$ cat config.mk
export PLATFORM = sky130hd
export DESIGN_NAME = safety_island_boot_ctrl
export DESIGN_NICKNAME = d
export VERILOG_FILES = /design/src/rtl/safety_island_boot_ctrl.sv
export SDC_FILE = /design/constraint.sdc
export NUM_CORES = 1
export LEC_CHECK = 0
export CORE_MARGIN = 2
export CORE_UTILIZATION = 46
export CTS_CLUSTER_DIAMETER = 50
export DETAILED_ROUTE_END_ITERATION = 12
export PLACE_DENSITY_LB_ADDON = 0.1
export SYNTH_ARGS = -nofsm -noshare
export SYNTH_HDL_FRONTEND = slang
export SYNTH_SLANG_ARGS = --single-unit
$ cat constraint.sdc
create_clock -name clk_i -period 2.21 [get_ports clk_i]
set_input_delay 0.221 -clock clk_i [delete_from_list [all_inputs] [get_ports clk_i]]
set_output_delay 0.221 -clock clk_i [all_outputs]
set_load 0.02 [all_outputs]
$ cat src/rtl/safety_island_boot_ctrl.sv
// Hardware boot sequencer for safety-island instances: programs bootmode, entry point and
// fetch-enable over a register master port, then polls each target's EOC register.
module safety_island_boot_ctrl #(
    parameter int unsigned NumTargets    = 1,
    parameter logic [31:0] BaseAddr      = 32'h6000_0000,
    parameter logic [31:0] TargetStride  = 32'h0010_0000,
    parameter logic [31:0] BootModeOff   = 32'h0000_00C4,
    parameter logic [31:0] EntryOff      = 32'h0000_00C8,
    parameter logic [31:0] FetchEnOff    = 32'h0000_00CC,
    parameter logic [31:0] EocOff        = 32'h0000_00A0,
    parameter int unsigned PollInterval  = 64,
    parameter logic [31:0] TimeoutCycles = 32'd1_000_000
) (
    input  logic                       clk_i,
    input  logic                       rst_ni,
    input  logic                       start_i,
    input  logic [31:0]                bootmode_i,
    input  logic [32*NumTargets-1:0]   entry_point_i,
    output logic                       req_o,
    output logic [31:0]                addr_o,
    output logic                       we_o,
    output logic [31:0]                wdata_o,
    output logic [3:0]                 be_o,
    input  logic                       gnt_i,
    input  logic                       rvalid_i,
    input  logic [31:0]                rdata_i,
    input  logic                       err_i,
    output logic                       busy_o,
    output logic                       done_o,
    output logic                       timeout_o,
    output logic                       bus_err_o,
    output logic [NumTargets-1:0]      eoc_o,
    output logic [31*NumTargets-1:0]   exit_status_o
);

    localparam int unsigned TW         = (NumTargets > 1) ? $clog2(NumTargets) : 1;
    localparam logic [TW-1:0] LastTgt  = TW'(NumTargets - 1);
    localparam logic [31:0]   PollLast = 32'(PollInterval - 1);

    typedef enum logic [2:0] {
        S_IDLE, S_WR_MODE, S_WR_ENTRY, S_WR_FETCH, S_POLL_WAIT, S_RD_EOC, S_DONE, S_ERR
    } state_e;

    state_e                         state_q, state_d;
    logic [TW-1:0]                  t_q, t_d;
    logic                           pending_q, pending_d;
    logic [31:0]                    poll_cnt_q, poll_cnt_d;
    logic [31:0]                    tmo_cnt_q, tmo_cnt_d;
    logic [31:0]                    bootmode_q, bootmode_d;
    logic [NumTargets-1:0][31:0]    entry_q, entry_d;
    logic                           done_q, done_d;
    logic                           timeout_q, timeout_d;
    logic                           bus_err_q, bus_err_d;
    logic [NumTargets-1:0]          eoc_q, eoc_d;
    logic [NumTargets-1:0][30:0]    exit_q, exit_d;
    logic [31:0]                    tgt_base;
    logic                           tmo_hit;
    logic                           slot_done;

    // NOTE: every combinational output gets a default first so no path can infer a latch.
    always_comb begin
        state_d    = state_q;
        t_d        = t_q;
        pending_d  = pending_q;
        poll_cnt_d = poll_cnt_q;
        tmo_cnt_d  = tmo_cnt_q;
        bootmode_d = bootmode_q;
        entry_d    = entry_q;
        done_d     = done_q;
        timeout_d  = timeout_q;
        bus_err_d  = bus_err_q;
        eoc_d      = eoc_q;
        exit_d     = exit_q;
        req_o      = 1'b0;
        we_o       = 1'b0;
        addr_o     = '0;
        wdata_o    = '0;
        slot_done  = 1'b0;
        tgt_base   = BaseAddr + 32'(t_q) * TargetStride;
        tmo_hit    = (TimeoutCycles != 32'd0) && (tmo_cnt_q >= TimeoutCycles);

        if ((state_q == S_POLL_WAIT || state_q == S_RD_EOC) && tmo_cnt_q != '1) begin
            tmo_cnt_d = tmo_cnt_q + 32'd1;
        end

        unique case (state_q)
            S_IDLE, S_DONE, S_ERR: begin
                if (start_i) begin
                    done_d     = 1'b0;
                    timeout_d  = 1'b0;
                    bus_err_d  = 1'b0;
                    eoc_d      = '0;
                    exit_d     = '0;
                    bootmode_d = bootmode_i;
                    entry_d    = entry_point_i;
                    t_d        = '0;
                    pending_d  = 1'b0;
                    poll_cnt_d = '0;
                    tmo_cnt_d  = '0;
                    state_d    = S_WR_MODE;
                end
            end

            S_WR_MODE, S_WR_ENTRY, S_WR_FETCH: begin
                we_o  = 1'b1;
                req_o = !pending_q;
                if (state_q == S_WR_MODE) begin
                    addr_o  = tgt_base + BootModeOff;
                    wdata_o = bootmode_q;
                end else if (state_q == S_WR_ENTRY) begin
                    addr_o  = tgt_base + EntryOff;
                    wdata_o = entry_q[t_q];
                end else begin
                    addr_o  = tgt_base + FetchEnOff;
                    wdata_o = 32'd1;
                end
                if (!pending_q && gnt_i) begin
                    pending_d = 1'b1;
                end
                if (pending_q && rvalid_i) begin
                    pending_d = 1'b0;
                    if (err_i) begin
                        bus_err_d = 1'b1;
                        state_d   = S_ERR;
                    end else if (state_q == S_WR_MODE) begin
                        state_d = S_WR_ENTRY;
                    end else if (state_q == S_WR_ENTRY) begin
                        state_d = S_WR_FETCH;
                    end else if (t_q == LastTgt) begin
                        t_d        = '0;
                        poll_cnt_d = '0;
                        state_d    = S_POLL_WAIT;
                    end else begin
                        t_d     = t_q + 1'b1;
                        state_d = S_WR_MODE;
                    end
                end
            end

            S_POLL_WAIT: begin
                if (tmo_hit) begin
                    timeout_d = 1'b1;
                    state_d   = S_ERR;
                end else if (poll_cnt_q == PollLast) begin
                    poll_cnt_d = '0;
                    state_d    = S_RD_EOC;
                end else begin
                    poll_cnt_d = poll_cnt_q + 32'd1;
                end
            end

            S_RD_EOC: begin
                addr_o = tgt_base + EocOff;
                if (eoc_q[t_q]) begin
                    slot_done = 1'b1;
                end else begin
                    req_o = !pending_q;
                    if (!pending_q && gnt_i) begin
                        pending_d = 1'b1;
                    end
                    if (pending_q && rvalid_i) begin
                        pending_d = 1'b0;
                        if (err_i) begin
                            bus_err_d = 1'b1;
                            state_d   = S_ERR;
                        end else begin
                            if (rdata_i[31]) begin
                                eoc_d[t_q]  = 1'b1;
                                exit_d[t_q] = rdata_i[30:0];
                            end
                            slot_done = 1'b1;
                        end
                    end
                end
                // Completion is checked before the timeout so a simultaneous EOC wins.
                if (slot_done) begin
                    if (&eoc_d) begin
                        done_d  = 1'b1;
                        t_d     = '0;
                        state_d = S_DONE;
                    end else if (tmo_hit) begin
                        timeout_d = 1'b1;
                        t_d       = '0;
                        state_d   = S_ERR;
                    end else if (t_q == LastTgt) begin
                        t_d        = '0;
                        poll_cnt_d = '0;
                        state_d    = S_POLL_WAIT;
                    end else begin
                        t_d = t_q + 1'b1;
                    end
                end
            end

            default: state_d = S_IDLE;
        endcase
    end

    // NOTE: sequential state uses non-blocking assignments only.
    always_ff @(posedge clk_i or negedge rst_ni) begin
        if (!rst_ni) begin
            state_q    <= S_IDLE;
            t_q        <= '0;
            pending_q  <= 1'b0;
            poll_cnt_q <= '0;
            tmo_cnt_q  <= '0;
            bootmode_q <= '0;
            entry_q    <= '0;
            done_q     <= 1'b0;
            timeout_q  <= 1'b0;
            bus_err_q  <= 1'b0;
            eoc_q      <= '0;
            exit_q     <= '0;
        end else begin
            state_q    <= state_d;
            t_q        <= t_d;
            pending_q  <= pending_d;
            poll_cnt_q <= poll_cnt_d;
            tmo_cnt_q  <= tmo_cnt_d;
            bootmode_q <= bootmode_d;
            entry_q    <= entry_d;
            done_q     <= done_d;
            timeout_q  <= timeout_d;
            bus_err_q  <= bus_err_d;
            eoc_q      <= eoc_d;
            exit_q     <= exit_d;
        end
    end

    assign be_o          = 4'hF;
    assign busy_o        = !(state_q == S_IDLE || state_q == S_DONE || state_q == S_ERR);
    assign done_o        = done_q;
    assign timeout_o     = timeout_q;
    assign bus_err_o     = bus_err_q;
    assign eoc_o         = eoc_q;
    assign exit_status_o = exit_q;

endmodule
==> reports/qor.csv, run 1 <==
metric,value,unit
yosys synthesis warning count,0,
# rows,50,
first-pass GRT wire length,38900,um
sequential fraction of the synthesis area,48.1,%
initial antenna violation count,0,
cell types occupying the most area after synthesis,"sky130_fd_sc_hd__dfrtp_1, sky130_fd_sc_hd__nand2_1, sky130_fd_sc_hd__o21ai_0",
buffering stage count on the worst path with inverters included,2,
type of element capturing the critical path,primary output,
Overall Power,12500,uW
number of synthesized flops with an enable pin,0,
pin count of the biggest net entering global routing,63,
final global-route overflow total,0,
commonest register cell after synthesis,sky130_fd_sc_hd__dfrtp_1,
ordered list of cells on the worst path,nand2b_1 -> buf_4 -> nand2_1 -> clkdlybuf4s50_1,
kind of launch point of the worst setup path,flop,
leakage power summed over all cells,0.00514,uW
clock buffers created by TritonCTS,17,
setup slack after layout,0.0633,ns
final hold violations,0,
slew of the pin with the lowest slew margin,0.539,ns
cell type of the slowest stage on the worst timing path,sky130_fd_sc_hd__clkdlybuf4s50_1,
power density cells,1090,mW/mm^2
cell count after placement,1430,
all-layer global routing usage,24.1,%
WS Path Type,reg2out,
Hold Slack,0.309,ns
Peak supply drop,0.000663,V
Filler Cells Inserted,1660,
outcome,"complete, no violations",
number of ports placed on the die boundary,208,
part of the power in combinational logic,40.3,%
arrival time at the worst endpoint,1.93,ns
Maximum Capacitance Violations,0,
CTS H-Tree Depth,4,
"Cell Count, Final, Fillers Out",1463,
Final Skew,0.00844,ns
clock sink count,167,
highest cell delay on the worst timing path,0.62,ns
fraction of post-synthesis cell area in the top cell type by area,48.1,%
count of endpoints failing setup in the final report,0,
Via-to-Cell Ratio,5.59,
launch instance of the worst register-to-register path,tmo_cnt_q[5],
via total after detailed routing,8172,
clock latency on the worst-skew pair,0.43,ns
CTS clock-pin slew for the worst setup and hold paths,0.07,ns
data required time of the worst path,1.99,ns
proportion of layout cells with a drive suffix above 1,12.1,%
Syn-to-layout area delta,31.4,%
register-to-register path setup slack,0.08,ns
Power Internal,7430,uW
share of flip-flops with an asynchronous set or reset,100,%
wire length per cell after detailed routing,16.5,um
share of power burned in the clock network,23.7,%
cells after synthesis,1031,
Final Wtd Congestion,0.860,
# DRC,0,
number of optimization iterations in the first detailed-route pass,5,
portion of total power attributed to sequential cells,36.0,%
worst reg2reg endpoint,tmo_cnt_q[30],
Syn Area/Cell,8.44,um^2
total net switching power,5050,uW
Starting DRT DRC Count,623,
synthesis-stage register bit count,167,
setup TNS after final layout,0,ns
ratio of final minimum period to clock period,97.1,%
Clock Root Buffer,sky130_fd_sc_hd__clkbuf_16,
Fmax achieved,466,MHz
Top delay family on crit path,buffers and inverters,
Yosys cell types,56,
effective utilization at floorplan,46.7,%
HPWL after DPL,16400,um
overall die height,142,um
area of the die,0.0200,mm^2
Max-Slew Margin vs Limit,63.8,%
floorplan die width,142,um
number of buffers between clock root and the deepest sink,2,
switch share,40.4,%
mapped cell area,0.00870,mm^2
"commonest non-fill, non-tap cell in the layout",sky130_fd_sc_hd__nand2_1,
Final nets,1321,
number of buffers inserted by post-CTS setup repair,0,
CTS tree,done,
number of antenna diodes,0,
unrepaired setup endpoints after global routing,true,
final routed wirelength across all metal layers,24100,um
sequential cell area,0.00418,mm^2
FF-to-FF path depth,5,
"commonest non-fill, non-tap cells in the layout","sky130_fd_sc_hd__nand2_1, sky130_fd_sc_hd__dfrtp_1, sky130_fd_sc_hd__clkdlybuf4s50_1, sky130_fd_sc_hd__o21ai_0, sky130_fd_sc_hd__buf_4",
count of nets left with antenna violations after detail routing,0,
largest fanout of any net on the critical path,7,
Core Box Area,0.0186,mm^2
number of global-route vias before repair,7710,
Final min period,2.15,ns
number of pins with negative max-slew slack in the final report,0,
largest area contributor in the synthesized netlist,sky130_fd_sc_hd__dfrtp_1,
number of port buffers,178,
footprint of the multi-input gates,0.00414,mm^2
min-delay worst type,in2async,
setup slack after placement,0.0440,ns
==> power groups by stage <==
stage	combinational [uW]	sequential, uW	clock (uW)
after global routing	5530	4600	3140
after CTS	5120	4480	3010
after global placement	5230	4500	0
after detailed placement	5290	4510	0
after floorplan	3100	4430	0
final	5030	4490	2960
==> per-stage QoR <==
stage          area (um^2)  utilization, %
2_1_floorplan         8800               -
3_3_place_gp         10900            58.7
3_5_place_dp         10900            58.7
4_1_cts              11500            61.7
5_1_grt              11400            61.3
6_report             11400            61.3
==> per-layer routing <==
layer	GRT usage, %	wire [um]	up-vias
met2	39.2	11400	249
met5	0	0	-
li1	-	-	3977
met4	7.58	436	0
met1	32.2	10800	3912
met3	5.67	1390	34
==> cells in the mapped netlist, types with 2 or more instances <==
cell / n
sky130_fd_sc_hd__conb_1: 2
sky130_fd_sc_hd__nor2b_1: 2
sky130_fd_sc_hd__a31oi_1: 44
sky130_fd_sc_hd__mux2i_1: 3
sky130_fd_sc_hd__and3_1: 16
sky130_fd_sc_hd__a21oi_1: 26
sky130_fd_sc_hd__nor3_1: 19
sky130_fd_sc_hd__nand3_1: 30
sky130_fd_sc_hd__nor4_1: 16
sky130_fd_sc_hd__or4_1: 12
sky130_fd_sc_hd__a211oi_1: 5
sky130_fd_sc_hd__o41ai_1: 3
sky130_fd_sc_hd__buf_4: 34
sky130_fd_sc_hd__o31ai_1: 11
sky130_fd_sc_hd__nand4_1: 26
sky130_fd_sc_hd__inv_1: 10
sky130_fd_sc_hd__o211ai_1: 12
sky130_fd_sc_hd__or3_1: 14
sky130_fd_sc_hd__o311ai_0: 3
sky130_fd_sc_hd__buf_2: 2
sky130_fd_sc_hd__and4_1: 10
sky130_fd_sc_hd__o21ai_0: 73
sky130_fd_sc_hd__and2_1: 4
sky130_fd_sc_hd__o31a_1: 2
sky130_fd_sc_hd__a41oi_1: 6
sky130_fd_sc_hd__nor2_1: 30
sky130_fd_sc_hd__nand2_1: 312
sky130_fd_sc_hd__o22ai_1: 3
sky130_fd_sc_hd__dfrtp_1: 167
sky130_fd_sc_hd__a22o_1: 31
sky130_fd_sc_hd__clkbuf_1: 64
sky130_fd_sc_hd__ha_1: 3
sky130_fd_sc_hd__nand2b_1: 13
==> logic make-up after synthesis <==
group	Yosys count	share of synthesized area, %
adders and majority gates	3	0.432
and+or+nand+nor	512	27.2
buffers and inverters	111	6.37
other	2	0.0864
muxes	4	0.475
DFF	167	48.1
AOI/OAI and AO/OA	232	17.4
==> final cells by class <==
class / instances / share of cell area, %
flip-flops and latches: 167 / 36.6
multi-input cells: 780 / 36.2
repair buffers: 240 / 19.2
clock buffers: 18 / 3.84
well taps: 234 / 2.56
clock inverters: 14 / 1.24
inverters: 10 / 0.329
==> worst register-to-register path, stage by stage, from the launching register on <==
cell and delay (ns):
sky130_fd_sc_hd__dfrtp_1 0.36, sky130_fd_sc_hd__nand4_2 0.14, sky130_fd_sc_hd__or4_4 0.54, sky130_fd_sc_hd__or3_4 0.39, sky130_fd_sc_hd__or4_1 0.48, sky130_fd_sc_hd__a21oi_1 0.14
==> how the worst max path moves through the flow <==
stage | startpoint | end | slack, ns | cells after the start
floorplan | tmo_cnt_q[4] | tmo_cnt_q[24] | 0.02 | 6
global placement | tmo_cnt_q[14] | tmo_cnt_q[30] | 0.06 | 5
detailed placement | tmo_cnt_q[6] | tmo_cnt_q[30] | 0.04 | 5
CTS | state_q[2] | wdata_o[11] | 0.0006 | 5
global route | tmo_cnt_q[16] | poll_cnt_q[2] | -0.003 | 6
finish | state_q[1] | addr_o[6] | 0.06 | 4
==> what timing repair did <==
item                       CTS  global route
pin swaps                    0             5
hold endpoints to repair    50             0
setup endpoints to repair   37            63
hold buffers                 1             0
gates resized for setup     50            62
==> flip-flops by register name, indices dropped and copies added, names as in the netlist <==
| name | cells |
|---|---|
| state_q | 3 |
| tmo_cnt_q | 32 |
| poll_cnt_q | 32 |
| bus_err_o | 1 |
| timeout_o | 1 |
| entry_q | 32 |
| eoc_o | 1 |
| pending_q | 1 |
| bootmode_q | 32 |
| done_o | 1 |
| exit_status_o | 31 |
No activity file was read; power rests on OpenSTA's default activity.
==> run 2: changes to the inputs <==
--- a/config.mk
+++ b/config.mk
@@ -10,6 +10,7 @@
 export CTS_CLUSTER_DIAMETER = 50
 export DETAILED_ROUTE_END_ITERATION = 12
 export PLACE_DENSITY_LB_ADDON = 0.1
+export RECOVER_POWER = 50
 export SYNTH_ARGS = -nofsm -noshare
 export SYNTH_HDL_FRONTEND = slang
 export SYNTH_SLANG_ARGS = --single-unit
==> reports/qor.csv, run 2 (synthesized netlist as in run 1, its figures left out) <==
metric,value,unit,change
number of port buffers,178,,unchanged
Via-to-Cell Ratio,5.60,,+0.21%
unrepaired setup endpoints after global routing,true,,
Syn-to-layout area delta,31.1,%,
kind of launch point of the worst setup path,flop,,
WS Path Type,reg2out,,
cell area reported after detailed placement,0.0109,mm^2,unchanged
sequential cell area,0.00418,mm^2,unchanged
Fmax achieved,465,MHz,-0.14%
highest cell delay on the worst timing path,0.62,ns,about the same
portion of total power attributed to sequential cells,36.0,%,about the same
Filler Cells Inserted,1663,,+0.18%
type of element capturing the critical path,primary output,,
wire length per cell after detailed routing,16.5,um,about the same
total net switching power,5040,uW,about the same
register-to-register path setup slack,0.08,ns,about the same
Max-Slew Margin vs Limit,7.97,%,-56 points
via total after detailed routing,8189,,+0.21%
data required time of the worst path,1.99,ns,about the same
Final min period,2.15,ns,+0.00297 ns
Starting DRT DRC Count,675,,+8.3%
HPWL after DPL,16400,um,unchanged
Peak supply drop,0.000662,V,about the same
buffering stage count on the worst path with inverters included,2,,unchanged
Final nets,1321,,unchanged
number of buffers inserted by post-CTS setup repair,0,,unchanged
CTS tree,done,,
CTS clock-pin slew for the worst setup and hold paths,0.07,ns,about the same
# rows,50,,unchanged
largest fanout of any net on the critical path,7,,unchanged
cell type of the slowest stage on the worst timing path,sky130_fd_sc_hd__clkdlybuf4s50_1,,
count of nets left with antenna violations after detail routing,0,,unchanged
Overall Power,12400,uW,-0.25%
"commonest non-fill, non-tap cells in the layout","sky130_fd_sc_hd__nand2_1, sky130_fd_sc_hd__dfrtp_1, sky130_fd_sc_hd__clkdlybuf4s50_1, sky130_fd_sc_hd__o21ai_0, sky130_fd_sc_hd__buf_4",,
Clock Root Buffer,sky130_fd_sc_hd__clkbuf_16,,
overall die height,142,um,unchanged
final standard cell utilization of the core,61.2,%,-0.11 points
footprint of the multi-input gates,0.00414,mm^2,unchanged
CTS H-Tree Depth,4,,unchanged
final hold violations,0,,unchanged
leakage power summed over all cells,0.00524,uW,+2.0%
effective utilization at floorplan,46.7,%,unchanged
Final Wtd Congestion,0.860,,unchanged
number of buffers between clock root and the deepest sink,2,,unchanged
outcome,"complete, no violations",,
startpoint of the worst hold path,bootmode_i[12],,
all-layer global routing usage,24.1,%,unchanged
power density cells,1090,mW/mm^2,about the same
floorplan die width,142,um,unchanged
clock sink count,167,,unchanged
ratio of final minimum period to clock period,97.3,%,+0.13 points
clock buffers created by TritonCTS,17,,unchanged
"commonest non-fill, non-tap cell in the layout",sky130_fd_sc_hd__nand2_1,,
pin count of the biggest net entering global routing,63,,unchanged
Power Internal,7400,uW,-0.39%
ordered list of cells on the worst path,nand2b_1 -> buf_4 -> nand2_1 -> clkdlybuf4s50_1,,
part of the power in combinational logic,40.2,%,about the same
number of global-route vias before repair,7710,,unchanged
clock latency on the worst-skew pair,0.43,ns,about the same
proportion of layout cells with a drive suffix above 1,12.1,%,unchanged
Final Skew,0.00804,ns,-0.000390 ns
final routed wirelength across all metal layers,24100,um,about the same
Core Box Area,0.0186,mm^2,unchanged
number of optimization iterations in the first detailed-route pass,5,,unchanged
first-pass GRT wire length,38900,um,unchanged
launch instance of the worst register-to-register path,tmo_cnt_q[5],,
Top delay family on crit path,buffers and inverters,,
final global-route overflow total,0,,unchanged
slew of the pin with the lowest slew margin,1.38,ns,+0.841 ns
# DRC,0,,unchanged
share of power burned in the clock network,23.8,%,about the same
area of the die,0.0200,mm^2,unchanged
number of ports placed on the die boundary,208,,unchanged
switch share,40.5,%,+0.088 points
area of all placed cells without fillers,0.0114,mm^2,-0.18%
min-delay worst type,in2reg,,
CP Launch Point,state_q[1],,
arrival time at the worst endpoint,1.93,ns,about the same
number of antenna diodes,0,,unchanged
number of pins with negative max-slew slack in the final report,0,,unchanged
initial antenna violation count,0,,unchanged
count of endpoints failing setup in the final report,0,,unchanged
Maximum Capacitance Violations,0,,unchanged
run 2: cell types whose count changed in the layout (fill, tap and decap cells not counted), sizes merged:
cell	change
dlygate4sd3	+33
clkbuf	+4
buf	-4
clkdlybuf4s50	-33
run 2: power groups by stage:
stage               sequential [uW]  combinational, uW  clock (uW)
global placement               4500               5230           0
global route                   4600               5500        3140
detailed placement             4510               5290           0
CTS                            4480               5120        3010
finish                         4490               5000        2960
floorplan                      4430               3100           0
run 2: area by class of cell:
type | count | share of cell area, %
Inverter | 10 | 0.329
Clock buffer | 18 | 3.85
Sequential cell | 167 | 36.6
Multi-Input combinational cell | 780 | 36.3
Tap cell | 234 | 2.57
Clock inverter | 14 | 1.24
Timing Repair Buffer | 240 | 19.1
run 2: routing by layer:
metal / vias up / wire length, um / GRT usage, %
met2: 260 / 11500 / 39.2
met5: - / 0 / 0
met1: 3907 / 10800 / 32.2
met3: 33 / 1370 / 5.67
li1: 3989 / - / -
met4: 0 / 434 / 7.58
run 2: what timing repair did:
| action | CTS | global route |
|---|---|---|
| hold endpoints to repair | 50 | 0 |
| gates resized for setup | 50 | 62 |
| endpoints found under the setup margin | 37 | 63 |
| hold buffers | 1 | 0 |
| pin swaps | 0 | 5 |
run 2: final timing paths:
path | to | depth (start not counted)
min in group asynchronous | poll_cnt_q[26] | 2
max in group asynchronous | poll_cnt_q[3] | 3
max | addr_o[6] | 4
min reg2reg | bootmode_q[31] | 2
min | bootmode_q[12] | 3
max reg2reg | tmo_cnt_q[30] | 5
run 2: worst register-to-register path, delay by kind of cell (launching register included):
kind	cells	cell delay, ns
AO/OA/AOI/OAI	1	0.14
flip-flops	1	0.36
AND/OR/NAND/NOR	4	1.55
run 2: through the flow:
step           setup TNS, ns  hold WS (ns)  std cells  setup slack, ns
3_5_place_dp               0         0.213       1430           0.0440
6_report                   0         0.310       1463           0.0603
2_1_floorplan              0       -0.0746       1058           0.0182
5_1_grt             -0.00583         0.312       1463         -0.00312
4_1_cts                    0         0.296       1463         0.000597
3_3_place_gp               0         0.216       1430           0.0565
==> run 3: changes to the inputs <==
--- a/config.mk
+++ b/config.mk
@@ -7,6 +7,7 @@
 export LEC_CHECK = 0
 export CORE_MARGIN = 2
 export CORE_UTILIZATION = 46
+export CTS_BUF_LIST = sky130_fd_sc_hd__clkbuf_16
 export CTS_CLUSTER_DIAMETER = 50
 export DETAILED_ROUTE_END_ITERATION = 12
 export PLACE_DENSITY_LB_ADDON = 0.1
==> reports/qor.csv, run 3 (synthesized netlist as in run 1, its figures left out) <==
metric,value,unit,change
wire length per cell after detailed routing,16.5,um,+0.31%
# DRC,0,,unchanged
ratio of final minimum period to clock period,97.3,%,about the same
Filler Cells Inserted,1660,,-0.18%
CTS tree,done,,
footprint of the multi-input gates,0.00414,mm^2,about the same
min-delay worst type,in2reg,,
clock sink count,167,,unchanged
HPWL after DPL,16400,um,unchanged
first-pass GRT wire length,39000,um,+0.16%
Peak supply drop,0.000664,V,+0.24%
Clock Root Buffer,sky130_fd_sc_hd__clkbuf_16,,
slew of the pin with the lowest slew margin,1.38,ns,-0.000289 ns
Maximum Capacitance Violations,0,,unchanged
"commonest non-fill, non-tap cells in the layout","sky130_fd_sc_hd__nand2_1, sky130_fd_sc_hd__dfrtp_1, sky130_fd_sc_hd__clkdlybuf4s50_1, sky130_fd_sc_hd__o21ai_0, sky130_fd_sc_hd__buf_4",,
area of the die,0.0200,mm^2,unchanged
power density cells,1090,mW/mm^2,-0.24%
Max-Slew Margin vs Limit,7.99,%,+0.019 points
Final nets,1321,,unchanged
worst reg2reg endpoint,tmo_cnt_q[30],,
area of all placed cells without fillers,0.0114,mm^2,about the same
"commonest non-fill, non-tap cell in the layout",sky130_fd_sc_hd__nand2_1,,
pin count of the biggest net entering global routing,63,,unchanged
number of buffers between clock root and the deepest sink,2,,unchanged
initial antenna violation count,0,,unchanged
setup slack after placement,0.0440,ns,unchanged
Starting DRT DRC Count,718,,+6.4%
number of port buffers,178,,unchanged
number of ports placed on the die boundary,208,,unchanged
unrepaired setup endpoints after global routing,true,,
type of element capturing the critical path,primary output,,
leakage power summed over all cells,0.00524,uW,-0.12%
via total after detailed routing,8179,,-0.12%
final hold violations,0,,unchanged
clock buffers created by TritonCTS,17,,unchanged
all-layer global routing usage,24.2,%,+0.058 points
WS Path Type,reg2out,,
proportion of layout cells with a drive suffix above 1,12.1,%,unchanged
overall die height,142,um,unchanged
Fmax achieved,465,MHz,about the same
final global-route overflow total,0,,unchanged
setup slack after layout,0.0594,ns,-0.000850 ns
Via-to-Cell Ratio,5.59,,-0.12%
register-to-register path setup slack,0.07,ns,about the same
CTS H-Tree Depth,4,,unchanged
Syn-to-layout area delta,31.1,%,about the same
Min-Delay Path Depth,3,,unchanged
CTS clock-pin slew for the worst setup and hold paths,0.07,ns,about the same
# rows,50,,unchanged
clock latency on the worst-skew pair,0.43,ns,about the same
sequential cell area,0.00418,mm^2,unchanged
floorplan die width,142,um,unchanged
kind of launch point of the worst setup path,flop,,
Core Box Area,0.0186,mm^2,unchanged
launch instance of the worst register-to-register path,tmo_cnt_q[5],,
count of endpoints failing setup in the final report,0,,unchanged
Final Wtd Congestion,0.860,,unchanged
largest fanout of any net on the critical path,7,,unchanged
number of pins with negative max-slew slack in the final report,0,,unchanged
cell area reported after detailed placement,0.0109,mm^2,unchanged
outcome,"complete, no violations",,
number of global-route vias before repair,7712,,+0.026%
number of optimization iterations in the first detailed-route pass,6,,+1
startpoint of the worst hold path,bootmode_i[12],,
number of antenna diodes,0,,unchanged
effective utilization at floorplan,46.7,%,unchanged
final routed wirelength across all metal layers,24200,um,+0.31%
FF-to-FF path depth,5,,unchanged
end point of the worst hold path,bootmode_q[12],,
count of nets left with antenna violations after detail routing,0,,unchanged
data required time of the worst path,1.99,ns,about the same
Final Skew,0.00784,ns,-0.000203 ns
arrival time at the worst endpoint,1.93,ns,about the same
Final min period,2.15,ns,+0.000850 ns
[run 3: cell count changes in the layout (fill, tap and decap cells not counted)]
cell                       before  now
sky130_fd_sc_hd__a21oi_1       26   25
sky130_fd_sc_hd__a21oi_2        0    1
sky130_fd_sc_hd__and4_2         0    1
sky130_fd_sc_hd__and4_4         1    0
sky130_fd_sc_hd__clkbuf_8       1    0
sky130_fd_sc_hd__clkinv_1       0    1
[run 3: worst max-delay path, stage by stage, from the launching register on]
cell and delay, ns:
sky130_fd_sc_hd__dfrtp_1 0.47, sky130_fd_sc_hd__nand2b_1 0.13, sky130_fd_sc_hd__buf_4 0.18, sky130_fd_sc_hd__nand2_1 0.10
sky130_fd_sc_hd__clkdlybuf4s50_1 0.62
[run 3: what timing repair did]
item                                    CTS  global route
hold endpoints to repair                 50             0
pin swaps                                 0             5
buffers inserted                          0             0
hold buffers                              1             0
gates resized for setup                  50            62
endpoints found under the setup margin   37            65
[run 3: worst max-delay path by stage]
| stage | startpoint | end | slack, ns | cells after the start |
|---|---|---|---|---|
| final | state_q[1] | addr_o[6] | 0.06 | 4 |
| after global routing | tmo_cnt_q[16] | poll_cnt_q[2] | -0.003 | 6 |
| after CTS | state_q[2] | wdata_o[11] | 0.0006 | 5 |
| after detailed placement | tmo_cnt_q[6] | tmo_cnt_q[30] | 0.04 | 5 |
| after global placement | tmo_cnt_q[14] | tmo_cnt_q[30] | 0.06 | 5 |
| after floorplan | tmo_cnt_q[4] | tmo_cnt_q[24] | 0.02 | 6 |
[run 3: power by group]
group	switching, uW	internal (uW)	leakage, uW	total, uW
Combinational	3090	1900	0.00275	4990
Clock	1350	1580	0.000272	2930
Sequential	600	3880	0.00221	4480
[run 3: per-stage QoR]
step	total power (uW)	utilization (%)	hold slack, ns	std cells	setup TNS, ns
final	12400	61.1	0.308	1463	0
after global routing	13200	61.1	0.312	1463	-0.00312
after CTS	12600	61.6	0.296	1463	0
after detailed placement	9810	58.7	0.213	1430	0
after global placement	9730	58.7	0.216	1430	0
after floorplan	7540	-	-0.0746	1058	0
[run 3: final cells by class]
class                   count  area share, %
clock buffers              17           3.73
clock inverters            15           1.27
multi-input cells         780           36.3
well taps                 234           2.57
inverters                  10          0.329
repair buffers            240           19.1
flip-flops and latches    167           36.7
[run 3: routing by layer]
layer | track usage, % | wire, um | share of wire [%]
met1 | 32.3 | 10800 | 45
met2 | 39.1 | 11500 | 47
met3 | 5.67 | 1400 | 5.8
met4 | 7.84 | 479 | 2.0
met5 | 0 | 0 | 0
